--- src/rtl/alu_pkg.sv ---
`default_nettype none
// +----------------------------------------------------------------------+
// | Package    : alu_pkg                                                  |
// | Description: Shared constants and types for the ALU control unit:    |
// |              ALU op codes, RV32I opcode/funct fields, FSM states.     |
// | Revision   : 1.0 - initial release                                   |
// +----------------------------------------------------------------------+
package alu_pkg;

    // Default number of cycles to wait for memory before aborting
    localparam int TIMEOUT_MEM_PADRAO = 16;

    // ALU operation codes driven on resultado_alu_control
    localparam logic [3:0] ALU_AND = 4'b0000;
    localparam logic [3:0] ALU_OR  = 4'b0001;
    localparam logic [3:0] ALU_ADD = 4'b0010;
    localparam logic [3:0] ALU_SLL = 4'b0011;
    localparam logic [3:0] ALU_SUB = 4'b0110;

    // RV32I major opcodes used by the supported subset
    localparam logic [6:0] OPC_OP     = 7'b0110011;
    localparam logic [6:0] OPC_OP_IMM = 7'b0010011;
    localparam logic [6:0] OPC_LOAD   = 7'b0000011;
    localparam logic [6:0] OPC_STORE  = 7'b0100011;
    localparam logic [6:0] OPC_BRANCH = 7'b1100011;

    // funct3 / funct7 values of the supported instructions
    localparam logic [2:0] F3_ADD  = 3'b000;
    localparam logic [2:0] F3_SLL  = 3'b001;
    localparam logic [2:0] F3_OR   = 3'b110;
    localparam logic [2:0] F3_AND  = 3'b111;
    localparam logic [2:0] F3_LH   = 3'b001;
    localparam logic [2:0] F3_SH   = 3'b001;
    localparam logic [2:0] F3_BNE  = 3'b001;
    localparam logic [6:0] F7_BASE = 7'b0000000;

    // Controller states
    typedef enum logic [2:0] {
        BUSCA      = 3'd0,
        DECODIFICA = 3'd1,
        EXECUTA    = 3'd2,
        COMPARA    = 3'd3,
        MEMORIA    = 3'd4,
        ESCRITA    = 3'd5
    } estado_t;

    // Instruction class after decode; selects the path through the FSM
    typedef enum logic [2:0] {
        CLS_R      = 3'd0,
        CLS_ANDI   = 3'd1,
        CLS_LH     = 3'd2,
        CLS_SH     = 3'd3,
        CLS_BNE    = 3'd4,
        CLS_ILEGAL = 3'd5
    } classe_t;

endpackage
`default_nettype wire

--- src/rtl/unidade_controle_alu_if.sv ---
`default_nettype none
// +----------------------------------------------------------------------+
// | Interface  : unidade_controle_alu_if                                 |
// | Description: Fetch handshake, ALU control and memory request bundle  |
// |              between the controller (slave) and its environment.    |
// | Revision   : 1.0 - initial release                                   |
// +----------------------------------------------------------------------+
interface unidade_controle_alu_if;
    logic [31:0] instrucao;
    logic        instr_valida;
    logic        instr_pronta;
    logic [3:0]  resultado_alu_control;
    logic        sel_valor2;
    logic [31:0] imediato;
    logic [4:0]  rd;
    logic        escreve_reg;
    logic        le_mem;
    logic        escreve_mem;
    logic        mem_pronta;
    logic        resultado_desvio;
    logic        pc_desvio;
    logic        ilegal;
    logic        erro_mem;

    // Fetch / datapath / memory side
    modport master (
        output instrucao, instr_valida, mem_pronta, resultado_desvio,
        input  instr_pronta, resultado_alu_control, sel_valor2, imediato, rd,
               escreve_reg, le_mem, escreve_mem, pc_desvio, ilegal, erro_mem
    );

    // Controller side
    modport slave (
        input  instrucao, instr_valida, mem_pronta, resultado_desvio,
        output instr_pronta, resultado_alu_control, sel_valor2, imediato, rd,
               escreve_reg, le_mem, escreve_mem, pc_desvio, ilegal, erro_mem
    );
endinterface
`default_nettype wire

--- src/rtl/gerador_imediato.sv ---
`default_nettype none
// +----------------------------------------------------------------------+
// | Module     : gerador_imediato                                         |
// | Description: Combinational I/S/B immediate extraction, selected by   |
// |              opcode and sign-extended to 32 bits.                    |
// | Revision   : 1.0 - initial release                                   |
// +----------------------------------------------------------------------+
module gerador_imediato
    import alu_pkg::*;
(
    input  logic [31:0] instrucao,
    output logic [31:0] imediato
);
    // rs1/funct3 field never carries immediate bits in I/S/B formats
    logic unused_campos;
    assign unused_campos = ^instrucao[19:12];

    // Pick the immediate layout from the opcode; other formats yield zero
    always_comb begin
        imediato = '0;
        case (instrucao[6:0])
            OPC_OP_IMM, OPC_LOAD:
                imediato = {{20{instrucao[31]}}, instrucao[31:20]};
            OPC_STORE:
                imediato = {{20{instrucao[31]}}, instrucao[31:25], instrucao[11:7]};
            OPC_BRANCH:
                imediato = {{19{instrucao[31]}}, instrucao[31], instrucao[7],
                            instrucao[30:25], instrucao[11:8], 1'b0};
            default:
                imediato = '0;
        endcase
    end
endmodule
`default_nettype wire

--- src/rtl/unidade_controle_alu.sv ---
`default_nettype none
// +----------------------------------------------------------------------+
// | Module     : unidade_controle_alu                                     |
// | Description: Multicycle control FSM for the ALU. Decodes one RV32I   |
// |              instruction per handshake and sequences execute,        |
// |              compare, memory and writeback.                          |
// | Revision   : 1.0 - initial release                                   |
// +----------------------------------------------------------------------+
module unidade_controle_alu
    import alu_pkg::*;
#(
    parameter int TIMEOUT_MEM = TIMEOUT_MEM_PADRAO
) (
    input  logic                  clock,
    input  logic                  reset,
    unidade_controle_alu_if.slave bus
);
    localparam int             CNT_W      = $clog2(TIMEOUT_MEM);
    localparam logic [CNT_W-1:0] CNT_ULTIMO = CNT_W'(TIMEOUT_MEM - 1);

    estado_t          estado, prox_estado;
    logic [31:0]      instr_q;
    classe_t          classe_q, classe_dec;
    logic [3:0]       codigo_q, codigo_dec;
    logic             sel_q, sel_dec;
    logic [4:0]       rd_q, rd_dec;
    logic [31:0]      imed_q, imed_dec;
    logic [CNT_W-1:0] cnt_q;
    logic             fim_espera;
    logic             escreve_reg_q, le_mem_q, escreve_mem_q;
    logic             pc_desvio_q, ilegal_q, erro_mem_q;

    logic [6:0] opcode;
    logic [2:0] funct3;
    logic [6:0] funct7;
    assign opcode = instr_q[6:0];
    assign funct3 = instr_q[14:12];
    assign funct7 = instr_q[31:25];

    gerador_imediato u_gerador_imediato (
        .instrucao (instr_q),
        .imediato  (imed_dec)
    );

    // Decode the held instruction into class, ALU code, operand select and rd
    always_comb begin
        classe_dec = CLS_ILEGAL;
        codigo_dec = ALU_ADD;
        sel_dec    = 1'b0;
        rd_dec     = '0;
        case (opcode)
            OPC_OP: begin
                rd_dec = instr_q[11:7];
                if (funct7 == F7_BASE) begin
                    case (funct3)
                        F3_ADD:  begin classe_dec = CLS_R; codigo_dec = ALU_ADD; end
                        F3_OR:   begin classe_dec = CLS_R; codigo_dec = ALU_OR;  end
                        F3_SLL:  begin classe_dec = CLS_R; codigo_dec = ALU_SLL; end
                        default: classe_dec = CLS_ILEGAL;
                    endcase
                end
            end
            OPC_OP_IMM: if (funct3 == F3_AND) begin
                classe_dec = CLS_ANDI; codigo_dec = ALU_AND; sel_dec = 1'b1;
                rd_dec = instr_q[11:7];
            end
            OPC_LOAD: if (funct3 == F3_LH) begin
                classe_dec = CLS_LH; codigo_dec = ALU_ADD; sel_dec = 1'b1;
                rd_dec = instr_q[11:7];
            end
            OPC_STORE: if (funct3 == F3_SH) begin
                classe_dec = CLS_SH; codigo_dec = ALU_ADD; sel_dec = 1'b1;
            end
            OPC_BRANCH: if (funct3 == F3_BNE) begin
                classe_dec = CLS_BNE; codigo_dec = ALU_SUB; sel_dec = 1'b0;
            end
            default: classe_dec = CLS_ILEGAL;
        endcase
    end

    // Memory wait expired without completion (completion on the same cycle wins)
    assign fim_espera = (estado == MEMORIA) && !bus.mem_pronta && (cnt_q == CNT_ULTIMO);

    // Next-state selection
    always_comb begin
        prox_estado = estado;
        case (estado)
            BUSCA:      if (bus.instr_valida) prox_estado = DECODIFICA;
            DECODIFICA: prox_estado = (classe_dec == CLS_ILEGAL) ? BUSCA : EXECUTA;
            EXECUTA: begin
                case (classe_q)
                    CLS_LH, CLS_SH: prox_estado = MEMORIA;
                    CLS_BNE:        prox_estado = COMPARA;
                    default:        prox_estado = ESCRITA;
                endcase
            end
            COMPARA:    prox_estado = BUSCA;
            MEMORIA: begin
                if (bus.mem_pronta)
                    prox_estado = (classe_q == CLS_LH) ? ESCRITA : BUSCA;
                else if (fim_espera)
                    prox_estado = BUSCA;
            end
            ESCRITA:    prox_estado = BUSCA;
            default:    prox_estado = BUSCA;
        endcase
    end

    // State register
    always_ff @(posedge clock or posedge reset) begin
        if (reset) estado <= BUSCA;
        else       estado <= prox_estado;
    end

    // Capture the instruction only on a handshake in BUSCA
    always_ff @(posedge clock or posedge reset) begin
        if (reset)                                    instr_q <= '0;
        else if (estado == BUSCA && bus.instr_valida) instr_q <= bus.instrucao;
    end

    // Register decoded fields; an illegal word leaves the previous values intact
    always_ff @(posedge clock or posedge reset) begin
        if (reset) begin
            classe_q <= CLS_R;
            codigo_q <= ALU_ADD;
            sel_q    <= 1'b0;
            rd_q     <= '0;
            imed_q   <= '0;
        end else if (estado == DECODIFICA && classe_dec != CLS_ILEGAL) begin
            classe_q <= classe_dec;
            codigo_q <= codigo_dec;
            sel_q    <= sel_dec;
            rd_q     <= rd_dec;
            imed_q   <= imed_dec;
        end
    end

    // Memory wait counter, cleared whenever the FSM is outside MEMORIA
    always_ff @(posedge clock or posedge reset) begin
        if (reset)                  cnt_q <= '0;
        else if (estado == MEMORIA) cnt_q <= cnt_q + CNT_W'(1);
        else                        cnt_q <= '0;
    end

    // Strobes track the upcoming state; pulses report the decision just taken
    always_ff @(posedge clock or posedge reset) begin
        if (reset) begin
            escreve_reg_q <= 1'b0;
            le_mem_q      <= 1'b0;
            escreve_mem_q <= 1'b0;
            pc_desvio_q   <= 1'b0;
            ilegal_q      <= 1'b0;
            erro_mem_q    <= 1'b0;
        end else begin
            escreve_reg_q <= (prox_estado == ESCRITA);
            le_mem_q      <= (prox_estado == MEMORIA) && (classe_q == CLS_LH);
            escreve_mem_q <= (prox_estado == MEMORIA) && (classe_q == CLS_SH);
            pc_desvio_q   <= (estado == COMPARA) && bus.resultado_desvio;
            ilegal_q      <= (estado == DECODIFICA) && (classe_dec == CLS_ILEGAL);
            erro_mem_q    <= fim_espera;
        end
    end

    assign bus.instr_pronta          = (estado == BUSCA);
    assign bus.resultado_alu_control = codigo_q;
    assign bus.sel_valor2            = sel_q;
    assign bus.imediato              = imed_q;
    assign bus.rd                    = rd_q;
    assign bus.escreve_reg           = escreve_reg_q;
    assign bus.le_mem                = le_mem_q;
    assign bus.escreve_mem           = escreve_mem_q;
    assign bus.pc_desvio             = pc_desvio_q;
    assign bus.ilegal                = ilegal_q;
    assign bus.erro_mem              = erro_mem_q;
endmodule
`default_nettype wire

--- src/flat_wrapper.sv ---
// flat-port wrapper written by rule: the top's interface ports become plain ports
module unidade_controle_alu_flat import alu_pkg::*;
#(
    parameter int TIMEOUT_MEM = TIMEOUT_MEM_PADRAO
)
  (clock, reset, bus_instrucao, bus_instr_valida, bus_mem_pronta, bus_resultado_desvio, bus_instr_pronta, bus_resultado_alu_control, bus_sel_valor2, bus_imediato, bus_rd, bus_escreve_reg, bus_le_mem, bus_escreve_mem, bus_pc_desvio, bus_ilegal, bus_erro_mem);
  unidade_controle_alu_if bus_i ();
  input  logic clock;
  input  logic reset;
  input wire logic [$bits(bus_i.instrucao)-1:0] bus_instrucao;
  input wire logic [$bits(bus_i.instr_valida)-1:0] bus_instr_valida;
  input wire logic [$bits(bus_i.mem_pronta)-1:0] bus_mem_pronta;
  input wire logic [$bits(bus_i.resultado_desvio)-1:0] bus_resultado_desvio;
  output wire logic [$bits(bus_i.instr_pronta)-1:0] bus_instr_pronta;
  output wire logic [$bits(bus_i.resultado_alu_control)-1:0] bus_resultado_alu_control;
  output wire logic [$bits(bus_i.sel_valor2)-1:0] bus_sel_valor2;
  output wire logic [$bits(bus_i.imediato)-1:0] bus_imediato;
  output wire logic [$bits(bus_i.rd)-1:0] bus_rd;
  output wire logic [$bits(bus_i.escreve_reg)-1:0] bus_escreve_reg;
  output wire logic [$bits(bus_i.le_mem)-1:0] bus_le_mem;
  output wire logic [$bits(bus_i.escreve_mem)-1:0] bus_escreve_mem;
  output wire logic [$bits(bus_i.pc_desvio)-1:0] bus_pc_desvio;
  output wire logic [$bits(bus_i.ilegal)-1:0] bus_ilegal;
  output wire logic [$bits(bus_i.erro_mem)-1:0] bus_erro_mem;
  assign bus_i.instrucao = bus_instrucao;
  assign bus_i.instr_valida = bus_instr_valida;
  assign bus_i.mem_pronta = bus_mem_pronta;
  assign bus_i.resultado_desvio = bus_resultado_desvio;
  assign bus_instr_pronta = bus_i.instr_pronta;
  assign bus_resultado_alu_control = bus_i.resultado_alu_control;
  assign bus_sel_valor2 = bus_i.sel_valor2;
  assign bus_imediato = bus_i.imediato;
  assign bus_rd = bus_i.rd;
  assign bus_escreve_reg = bus_i.escreve_reg;
  assign bus_le_mem = bus_i.le_mem;
  assign bus_escreve_mem = bus_i.escreve_mem;
  assign bus_pc_desvio = bus_i.pc_desvio;
  assign bus_ilegal = bus_i.ilegal;
  assign bus_erro_mem = bus_i.erro_mem;
  unidade_controle_alu #(.TIMEOUT_MEM(TIMEOUT_MEM)) u_core (.clock(clock), .reset(reset), .bus(bus_i));
endmodule
--- config.mk ---
export PLATFORM = sky130hd
export DESIGN_NAME = unidade_controle_alu_flat
export DESIGN_NICKNAME = d
export VERILOG_FILES = /design/src/rtl/alu_pkg.sv /design/src/rtl/unidade_controle_alu_if.sv /design/src/rtl/gerador_imediato.sv /design/src/rtl/unidade_controle_alu.sv /design/src/flat_wrapper.sv
export SDC_FILE = /design/constraint.sdc
export NUM_CORES = 1
export LEC_CHECK = 0
export ABC_AREA = 1
export CELL_PAD_IN_SITES_DETAIL_PLACEMENT = 1
export CELL_PAD_IN_SITES_GLOBAL_PLACEMENT = 2
export CORE_MARGIN = 2
export CORE_UTILIZATION = 25
export DETAILED_ROUTE_END_ITERATION = 8
export PLACE_DENSITY_LB_ADDON = 0.12
export SLEW_MARGIN = 20
export SYNTH_ARGS = -nofsm -noshare
export SYNTH_HDL_FRONTEND = slang
export SYNTH_SLANG_ARGS = --single-unit
export TNS_END_PERCENT = 30
--- constraint.sdc ---
create_clock -name clock -period 1.9 [get_ports clock]
set_input_delay 0.38 -clock clock [delete_from_list [all_inputs] [get_ports clock]]
set_output_delay 0.38 -clock clock [all_outputs]
set_load 0.02 [all_outputs]
==> out/metrics.csv, run 1 <==
metric,value,unit
cells on worst reg2reg path,10,
Clock transition at path regs,0.06,ns
initial antenna violation count,0,
GRT overflow,0,
Hold Path Origin,u_core.cnt_q[0]$_DFF_PP0_,
final slew viol count,0,
Startpoint Class,register,
period utilization,97.7,%
worst reg2reg setup slack,0.20,ns
Max Freq,539,MHz
most area-consuming cells after synthesis,"dfrtp_1, nand2_1, nand3_1",
Post-synth EDFFs,0,
Area after DPL,4110,µm²
YS warnings,0,
drt wl/cell,13.3,µm
Mapped Cells,382,
port buffer count,79,
Post-synth top cells,"nand2_1, dfrtp_1, nand3_1",
Core Region,12500,µm²
most frequent cell after synthesis,nand2_1,
Async SR Flop Fraction,100,%
vias in the first global route,2769,
critical-path maximum fanout,2,
Seq cells post-synth,65,
htree depth,3,
Die Width,116,µm
CTS tree,done,
die height,116,µm
Hold WS,0.458,ns
Synth area leader,dfrtp_1,
worst clock skew,0.00552,ns
PwrDens,1010,nW/µm²
hold path cells,1,
Sink Count,65,
RR Startpoint,u_core.instr_q[14]$_DFFE_PP0P_,
number of placed I/O pins,86,
vias,2660,
vias per std cell,4.20,
reg-to-reg endpoint,u_core.bus.imediato[30]$_DFFE_PP0P_,
clk_lat worst skew,0.34,ns
CP top delay family,buffers and inverters,
Peak VDD IR,0.356,mV
Antenna Nets Post-Route,0,
Biggest register,u_core.instr_q,
largest net degree at the start of global routing,66,
WP buf/inv,1,
top cell type's share of synthesized area,50.7,%
mapped cell area,3160,µm²
clock buffer depth,2,
"Net Count, Synth",420,
DR DRC count,0,
share of post-route cells with drive strength above 1,11.7,%
routed wire length,8.41,mm
RSZ-0062 raised after global routing,yes,
distinct cell type count after synthesis,29,
critical path class,register to primary output,
GP Congestion,0.781,
max FFs per register,27,
status,"complete, no violations",
die footprint,13600,µm²
cts bufs inserted,9,
Rows,41,
design area,4390,µm²
syn avg cell area,8.27,µm²
register area share after synthesis,51.5,%
largest stage delay on the critical path,0.60,ns
top_reg_cell synth,dfrtp_1,
clock root buffer,clkbuf_16,
crit end category,primary output,
min Tclk post-route,1.86,ns
Critical Path AT,1.48,ns
max cap viols,0,
"Area growth, synth to finish",38.8,%
GR Util All Layers,13.8,%
count of final setup violators,0,
Post-CTS Setup Inserts,0,
global-route wire length before repair,14.0,mm
Hold Crit Class,register to register,
ANT cells,0,
post-detail-place hpwl,6.12,mm
starting DRC count in detailed routing,72,
Critical Path RT,1.52,ns
leakage,2.22,nW
Final Hold Fails,0,
drt first pass iters,4,
Worst Hold Endpoint,u_core.cnt_q[0]$_DFF_PP0_,
Slowest cell on crit path,clkdlybuf4s50_1,
"Cell Chain, Critical Path",clkdlybuf4s50_1,
Hold Buf Count CTS,0,
Starting Density,25.3,%
Final #Nets,495,
how the worst max path moves through the flow:
stage                                                         start                              to  slack [ns]  cells past startpoint
CTS                 u_core.bus.resultado_alu_control[1]$_DFFE_PP1P_    bus_resultado_alu_control[1]        0.02                      1
detailed placement                       u_core.estado[1]$_DFF_PP0_                bus_instr_pronta       0.008                      2
global route                         u_core.instr_q[31]$_DFFE_PP0P_    u_core.bus.rd[3]$_DFFE_PP0P_       -0.02                     10
finish              u_core.bus.resultado_alu_control[1]$_DFFE_PP1P_    bus_resultado_alu_control[1]        0.04                      1
floorplan                                u_core.estado[1]$_DFF_PP0_  u_core.instr_q[12]$_DFFE_PP0P_        0.08                      5
global placement                         u_core.estado[1]$_DFF_PP0_                bus_instr_pronta       0.005                      2
report_power, final:
group	internal (mW)	switching, mW
registers	1.64	0.172
logic	0.426	0.679
clock network	0.907	0.611
total	2.98	1.46
per-stage QoR:
stage          worst slack (ns)  setup TNS [ns]  utilization (%)  instances  power (mW)
2_1_floorplan            0.0819               0                -        382        2.50
3_3_place_gp            0.00536               0             33.0        618        2.92
3_5_place_dp            0.00758               0             33.0        618        2.95
4_1_cts                  0.0176               0             34.9        633        4.50
5_1_grt                 -0.0216         -0.0759             35.2        633        4.74
6_report                 0.0438               0             35.2        633        4.44
cells by family (layout without fill, tap and decap cells):
family | after synthesis | after routing | synth area share (%)
AOI/OAI and AO/OA | 32 | 32 | 5.15
xor gates and xnor gates | 1 | 1 | 0.277
adders and majority gates | 1 | 1 | 0.396
buffers and inverters | 75 | 154 | 12.1
DFF | 65 | 65 | 51.5
muxes | 6 | 6 | 2.14
other | 1 | 1 | 0.119
and+or+nand+nor | 201 | 201 | 28.3
layout by cell type (no fill, tap or decap), drive strengths merged, types with 2 or more instances in the layout:
cell type	instances
nand2	86
dfrtp	64
clkdlybuf4s50	58
nand3	52
nor2	48
inv	41
a21oi	22
dlygate4sd2	21
buf	17
clkbuf	12
nor3	10
o21ai	9
mux2	6
nand4	3
clkinv	3
clkinvlp	2
per-layer routing:
metal	global-route usage, %	part of all wire, %
met2	22.5	48
met5	0	0
met4	6.90	2.0
met3	2.80	3.1
met1	17.4	47
area by class of cell:
cell class / count / area (µm²)
sequential: 65 / 1630
timing repair buffer: 96 / 925
clock buffer: 12 / 246
multi-input combinational: 242 / 1190
inverter: 43 / 165
tap: 172 / 215
fill: 1487 / 8080
clock inverter: 3 / 17.5
timing repair:
| action | CTS | global route |
|---|---|---|
| endpoints found under the setup margin | 21 | 27 |
| pin swaps | 0 | 2 |
| resized for setup | 23 | 8 |
Note: power is estimated with default switching activity, not from simulation.
==> run 2, diff against run 1 <==
- clock period: 1.9 -> 1.65 ns (I/O delays scaled with it)
==> out/metrics.csv, run 2 (synthesized netlist as in run 1, its figures left out) <==
metric,value,unit,change
RR Startpoint,u_core.instr_q[3]$_DFFE_PP0P_,,was u_core.instr_q[14]$_DFFE_PP0P_
Die Width,116,µm,unchanged
Startpoint Class,register,,unchanged
drt wl/cell,12.9,µm,was 13.3 µm
Final Worst Setup Slack,-0.0308,ns,was 0.0438 ns
RSZ-0062 raised after global routing,yes,,unchanged
"commonest non-fill, non-tap cell in the layout",nand2_1,,unchanged
Final #Nets,536,,was 495
Max Freq,595,MHz,
clk_lat worst skew,0.32,ns,was 0.34 ns
Hold Buf Count CTS,0,,unchanged
Biggest register,u_core.instr_q,,unchanged
critical-path maximum fanout,11,,was 2
Area after DPL,4440,µm²,was 4110 µm²
leakage,2.57,nW,was 2.22 nW
CTS tree,done,,unchanged
initial antenna violation count,0,,unchanged
Critical Path RT,1.86,ns,was 1.52 ns
Hold Crit Class,input port to asynchronous set/reset pin,,was register to register
die height,116,µm,unchanged
Starting Density,25.3,%,unchanged
number of placed I/O pins,86,,unchanged
Core Region,12500,µm²,unchanged
Rows,41,,unchanged
Peak VDD IR,0.393,mV,was 0.356 mV
PwrDens,1120,nW/µm²,was 1010 nW/µm²
final-layout fill cell count,1497,,was 1487
vias per std cell,4.14,,was 4.20
post-detail-place hpwl,6.53,mm,was 6.12 mm
Tot Pwr,5.47,mW,was 4.44 mW
Hold WS,0.341,ns,was 0.458 ns
design area,4880,µm²,was 4390 µm²
share of post-route cells with drive strength above 1,24.1,%,was 11.7%
final slew viol count,0,,unchanged
area of the multi-input gates,1260,µm²,was 1190 µm²
placed insts,654,,was 618
max FFs per register,27,,unchanged
drt first pass iters,4,,unchanged
Final Hold Fails,0,,unchanged
cells on worst reg2reg path,12,,was 10
failing checks,negative setup slack,,
GP Congestion,0.782,,was 0.781
clock root buffer,clkbuf_16,,unchanged
most frequent cells in the layout,"nand2_1, dfrtp_1, clkdlybuf4s50_1",,unchanged
htree depth,3,,unchanged
status,"finished, violations left",,"was complete, no violations"
Critical Path AT,1.89,ns,was 1.48 ns
Clock transition at path regs,0.05,ns,was 0.06 ns
Sink Count,65,,unchanged
Antenna Nets Post-Route,0,,unchanged
worst clock skew,0.00418,ns,was 0.00552 ns
DR DRC count,0,,unchanged
cts bufs inserted,9,,unchanged
critical path class,register to register,,was register to primary output
port buffer count,79,,unchanged
crit end category,register,,was primary output
count of final setup violators,11,,was 0
GRT overflow,0,,unchanged
global-route wire length before repair,13.7,mm,was 14.0 mm
reg-to-reg endpoint,u_core.bus.imediato[30]$_DFFE_PP0P_,,unchanged
routed wire length,8.72,mm,was 8.41 mm
non-filler instance count after layout,674,,was 633
worst reg2reg setup slack,-0.03,ns,was 0.20 ns
flip-flop and latch area,1630,µm²,about the same
die footprint,13600,µm²,unchanged
vias,2793,,was 2660
starting DRC count in detailed routing,83,,was 72
"Area growth, synth to finish",54.4,%,was 38.8%
GR Util All Layers,13.1,%,was 13.8%
max cap viols,0,,unchanged
largest net degree at the start of global routing,31,,was 66
ANT cells,0,,unchanged
vias in the first global route,2849,,was 2769
min Tclk post-route,1.68,ns,
clock buffer depth,2,,unchanged
period utilization,102,%,
run 2: cell count changes in the layout (fill, tap and decap cells not counted), sizes merged:
| cell | before | now |
|---|---|---|
| buf | 17 | 57 |
| clkbuf | 12 | 13 |
| clkdlybuf4s15 | 0 | 1 |
| clkdlybuf4s50 | 58 | 51 |
| dlymetal6s2s | 0 | 6 |
run 2: cell type report:
| type | instances | area share (%) |
|---|---|---|
| multi-input combinational | 242 | 25.8 |
| tap | 172 | 4.41 |
| timing repair buffer | 137 | 27.6 |
| sequential | 65 | 33.4 |
| inverter | 43 | 3.39 |
| clock inverter | 3 | 0.359 |
| clock buffer | 12 | 5.05 |
run 2: worst max path at each step:
stage	to	start
3_3_place_gp	bus_instr_pronta	u_core.estado[1]$_DFF_PP0_
6_report	u_core.bus.imediato[30]$_DFFE_PP0P_	u_core.instr_q[3]$_DFFE_PP0P_
4_1_cts	u_core.classe_q[1]$_DFFE_PP0P_	u_core.instr_q[2]$_DFFE_PP0P_
3_5_place_dp	bus_instr_pronta	u_core.estado[1]$_DFF_PP0_
2_1_floorplan	u_core.instr_q[12]$_DFFE_PP0P_	u_core.estado[1]$_DFF_PP0_
5_1_grt	u_core.bus.imediato[30]$_DFFE_PP0P_	u_core.instr_q[3]$_DFFE_PP0P_
run 2: worst max-delay path: stages, from the launching register on:
cell	delay [ns]
dfrtp_1	0.41
inv_2	0.08
nand2_2	0.06
nor2_4	0.18
buf_6	0.14
nand3_2	0.07
nand2_2	0.09
nor2_4	0.04
nand3_2	0.09
nand2_4	0.09
buf_6	0.15
nand3_1	0.10
nand2_1	0.06
run 2: power by group:
part / leakage, nW / switching, mW / internal [mW]
Clock: 0.128 / 0.674 / 1.04
Combinational: 1.62 / 0.876 / 0.766
Sequential: 0.820 / 0.208 / 1.90
Total: 2.57 / 1.76 / 3.71
run 2: metal layers:
layer	routed length (µm)	track usage [%]	vias to the layer above
li1	-	-	1426
met1	3970	16.0	1317
met2	4380	23.3	41
met3	269	2.23	9
met4	102	4.52	0
met5	0	0	-
run 2: timing repair:
item                                    in CTS  in global routing
pin swaps                                    0                  6
gates resized for setup                     37                 35
cloned                                       0                  1
endpoints found under the setup margin      49                 36
setup buffers                                0                  4
run 2: through the flow:
stage                     setup slack [ns]  utilization, %  TNS (ns)
final                              -0.0308            39.1    -0.163
after global routing                -0.139            39.1     -3.12
after CTS                          -0.0168            37.8   -0.0347
after detailed placement           -0.0897            35.6     -1.49
after global placement              -0.101            35.6    -0.674
after floorplan                     -0.168               -     -3.98
==> run 3, diff against run 2 <==
- CORE_UTILIZATION: 25 -> 29
- CTS_CLUSTER_SIZE: default -> 20
- SETUP_SLACK_MARGIN: default -> 0.1
- SYNTH_HIERARCHICAL: default -> 1
==> out/metrics.csv, run 3 <==
metric,value,unit,change
status,"finished, violations left",,unchanged
failing checks,negative setup slack,,unchanged
GP Congestion,0.737,,was 0.782
starting DRC count in detailed routing,134,,was 83
reg-to-reg endpoint,u_core/bus.imediato[10]$_DFFE_PP0P_,,was u_core.bus.imediato[30]$_DFFE_PP0P_
Net Sw Frac,38.4,%,was 32.2%
Hold Buf Count CTS,0,,unchanged
critical path class,register to register,,unchanged
Peak VDD IR,0.637,mV,was 0.393 mV
Clock transition at path regs,0.06,ns,was 0.05 ns
Seq pwr share,35.3,%,was 38.5%
"Cell Chain, Critical Path","inv_2, nand2_1, nor2_4, o21ai_2, nor2_2, nand3_4, nand2_8, nand2_8, clkbuf_16, nand2_4, nand2_2",,"was inv_2, nand2_2, nor2_4, buf_6, nand3_2, nand2_2, nor2_4, nand3_2, nand2_4, buf_6, nand3_1, nand2_1"
ANT cells,0,,unchanged
die footprint,16100,µm²,was 13600 µm²
Tot Pwr,8.51,mW,was 5.47 mW
port buffer count,79,,unchanged
drt wl/cell,13.6,µm,was 12.9 µm
"Area growth, synth to finish",38.8,%,was 54.4%
DR DRC count,0,,unchanged
Sink Count,84,,was 65
Critical Path RT,1.88,ns,was 1.86 ns
cells on worst reg2reg path,11,,was 12
RR Startpoint,u_core/instr_q[2]$_DFFE_PP0P_,,was u_core.instr_q[3]$_DFFE_PP0P_
worst reg2reg setup slack,-0.1,ns,was -0.03 ns
crit end category,register,,unchanged
switching pwr,3.27,mW,was 1.76 mW
clock root buffer,clkbuf_16,,unchanged
CP most frequent cell,nand2_8,,
mapped cell area,4390,µm²,was 3160 µm²
most frequent cells in the layout,"nand2_1, dfrtp_1, nand3_1",,"was nand2_1, dfrtp_1, clkdlybuf4s50_1"
cts bufs inserted,9,,unchanged
Setup crit end,u_core/bus.imediato[10]$_DFFE_PP0P_,,was u_core.bus.imediato[30]$_DFFE_PP0P_
RSZ-0062 raised after global routing,yes,,unchanged
worst clock skew,0.00451,ns,was 0.00418 ns
vias per std cell,4.41,,was 4.14
Core Region,14600,µm²,was 12500 µm²
placed insts,778,,was 654
drt first pass iters,4,,unchanged
critical-path maximum fanout,7,,was 11
count of final setup violators,45,,was 11
CTS tree,done,,unchanged
non-filler instance count after layout,803,,was 674
vias,3542,,was 2793
Rows,44,,was 41
GR Util All Layers,14.2,%,was 13.1%
syn avg cell area,8.72,µm²,was 8.27 µm²
Clk pwr share,22.4,%,was 31.4%
min Tclk post-route,1.75,ns,was 1.68 ns
clk_lat worst skew,0.34,ns,was 0.32 ns
largest net degree at the start of global routing,64,,was 31
GRT overflow,0,,unchanged
CP Launch Point,u_core/instr_q[2]$_DFFE_PP0P_,,was u_core.instr_q[3]$_DFFE_PP0P_
Slowest cell on crit path,dfrtp_1,,unchanged
Final Worst Setup Slack,-0.0982,ns,was -0.0308 ns
"Net Count, Synth",541,,was 420
Hold Crit Class,input port to asynchronous set/reset pin,,unchanged
routed wire length,10.9,mm,was 8.72 mm
"commonest non-fill, non-tap cell in the layout",nand2_1,,unchanged
htree depth,3,,unchanged
Startpoint Class,register,,unchanged
Comb pwr share,42.3,%,was 30.0%
final slew viol count,0,,unchanged
max FFs per register,32,,was 27
global-route wire length before repair,18.1,mm,was 13.7 mm
max cap viols,0,,unchanged
Antenna Nets Post-Route,0,,unchanged
Power Internal,5.24,mW,was 3.71 mW
share of post-route cells with drive strength above 1,31.2,%,was 24.1%
leakage,3.19,nW,was 2.57 nW
Starting Density,30.0,%,was 25.3%
period utilization,106,%,was 102%
largest stage delay on the critical path,0.38,ns,was 0.41 ns
YS warnings,6,,was 0
initial antenna violation count,0,,unchanged
TNS Setup,-3.04,ns,was -0.163 ns
PwrDens,1400,nW/µm²,was 1120 nW/µm²
number of placed I/O pins,86,,unchanged
Mapped Cells,503,,was 382
post-detail-place hpwl,7.80,mm,was 6.53 mm
die height,127,µm,was 116 µm
Final Hold Fails,0,,unchanged
Die Width,127,µm,was 116 µm
Critical Path AT,1.98,ns,was 1.89 ns
Hold WS,0.435,ns,was 0.341 ns
vias in the first global route,3658,,was 2849
"Core Util, Final",41.6,%,was 39.1%
Max Freq,572,MHz,was 595 MHz
clock buffer depth,2,,unchanged
Final #Nets,654,,was 536
-- run 3: power groups by stage --
stage          Combinational (mW)  Clock (mW)  Sequential (mW)
2_1_floorplan                1.82           0             3.13
3_3_place_gp                 3.32           0             2.99
3_5_place_dp                 3.39           0             3.01
4_1_cts                      3.48        2.00             2.99
5_1_grt                      4.00        2.07             3.08
6_report                     3.60        1.90             3.00
-- run 3: worst min path at each step --
stage / cells past startpoint / end / slack (ns)
3_5_place_dp: 2 / u_core/bus.resultado_alu_control[1]$_DFFE_PP1P_ / 0.46
5_1_grt: 3 / u_core/bus.pc_desvio$_DFF_PP0_ / 0.47
2_1_floorplan: 1 / u_core/cnt_q[0]$_DFF_PP0_ / 0.43
3_3_place_gp: 1 / u_core/cnt_q[0]$_DFF_PP0_ / 0.45
4_1_cts: 3 / u_core/bus.pc_desvio$_DFF_PP0_ / 0.44
6_report: 3 / u_core/bus.escreve_reg$_DFF_PP0_ / 0.43
-- run 3: metrics by stage --
stage / setup slack, ns / area (µm²)
2_1_floorplan: 0.0219 / 4390
4_1_cts: -0.0944 / 5950
5_1_grt: -0.198 / 6090
3_3_place_gp: -0.130 / 5580
3_5_place_dp: -0.139 / 5580
6_report: -0.0982 / 6090
-- run 3: layout make-up --
class,count,area [µm²]
Clock buffer,12,267
Clock inverter,2,10.0
Timing Repair Buffer,141,1380
Inverter,44,169
Multi-Input combinational cell,336,1930
Tap cell,184,230
Fill cell,1709,8550
Sequential cell,84,2110
-- run 3: critical path, delay by kind of cell, from the launching register on --
family,cells,cell delay (ns)
simple gates,8,0.87
compound gates,1,0.10
flops,1,0.38
buf+inv,2,0.29
-- run 3: what timing repair did --
action,4_1_cts,5_1_grt
setup buffers,3,4
cloned,2,2
endpoints found under the hold margin,0,0
pin swaps,1,8
gates resized for setup,73,21
endpoints found under the setup margin,94,56
-- run 3: layer usage --
| metal | share of wire (%) | track usage [%] | up-vias |
|---|---|---|---|
| met5 | 0 | 0 | - |
| met1 | 45 | 17.9 | 1693 |
| met3 | 2.9 | 2.18 | 11 |
| met2 | 51 | 24.3 | 53 |
| met4 | 1.9 | 6.40 | 0 |
| li1 | - | - | 1785 |
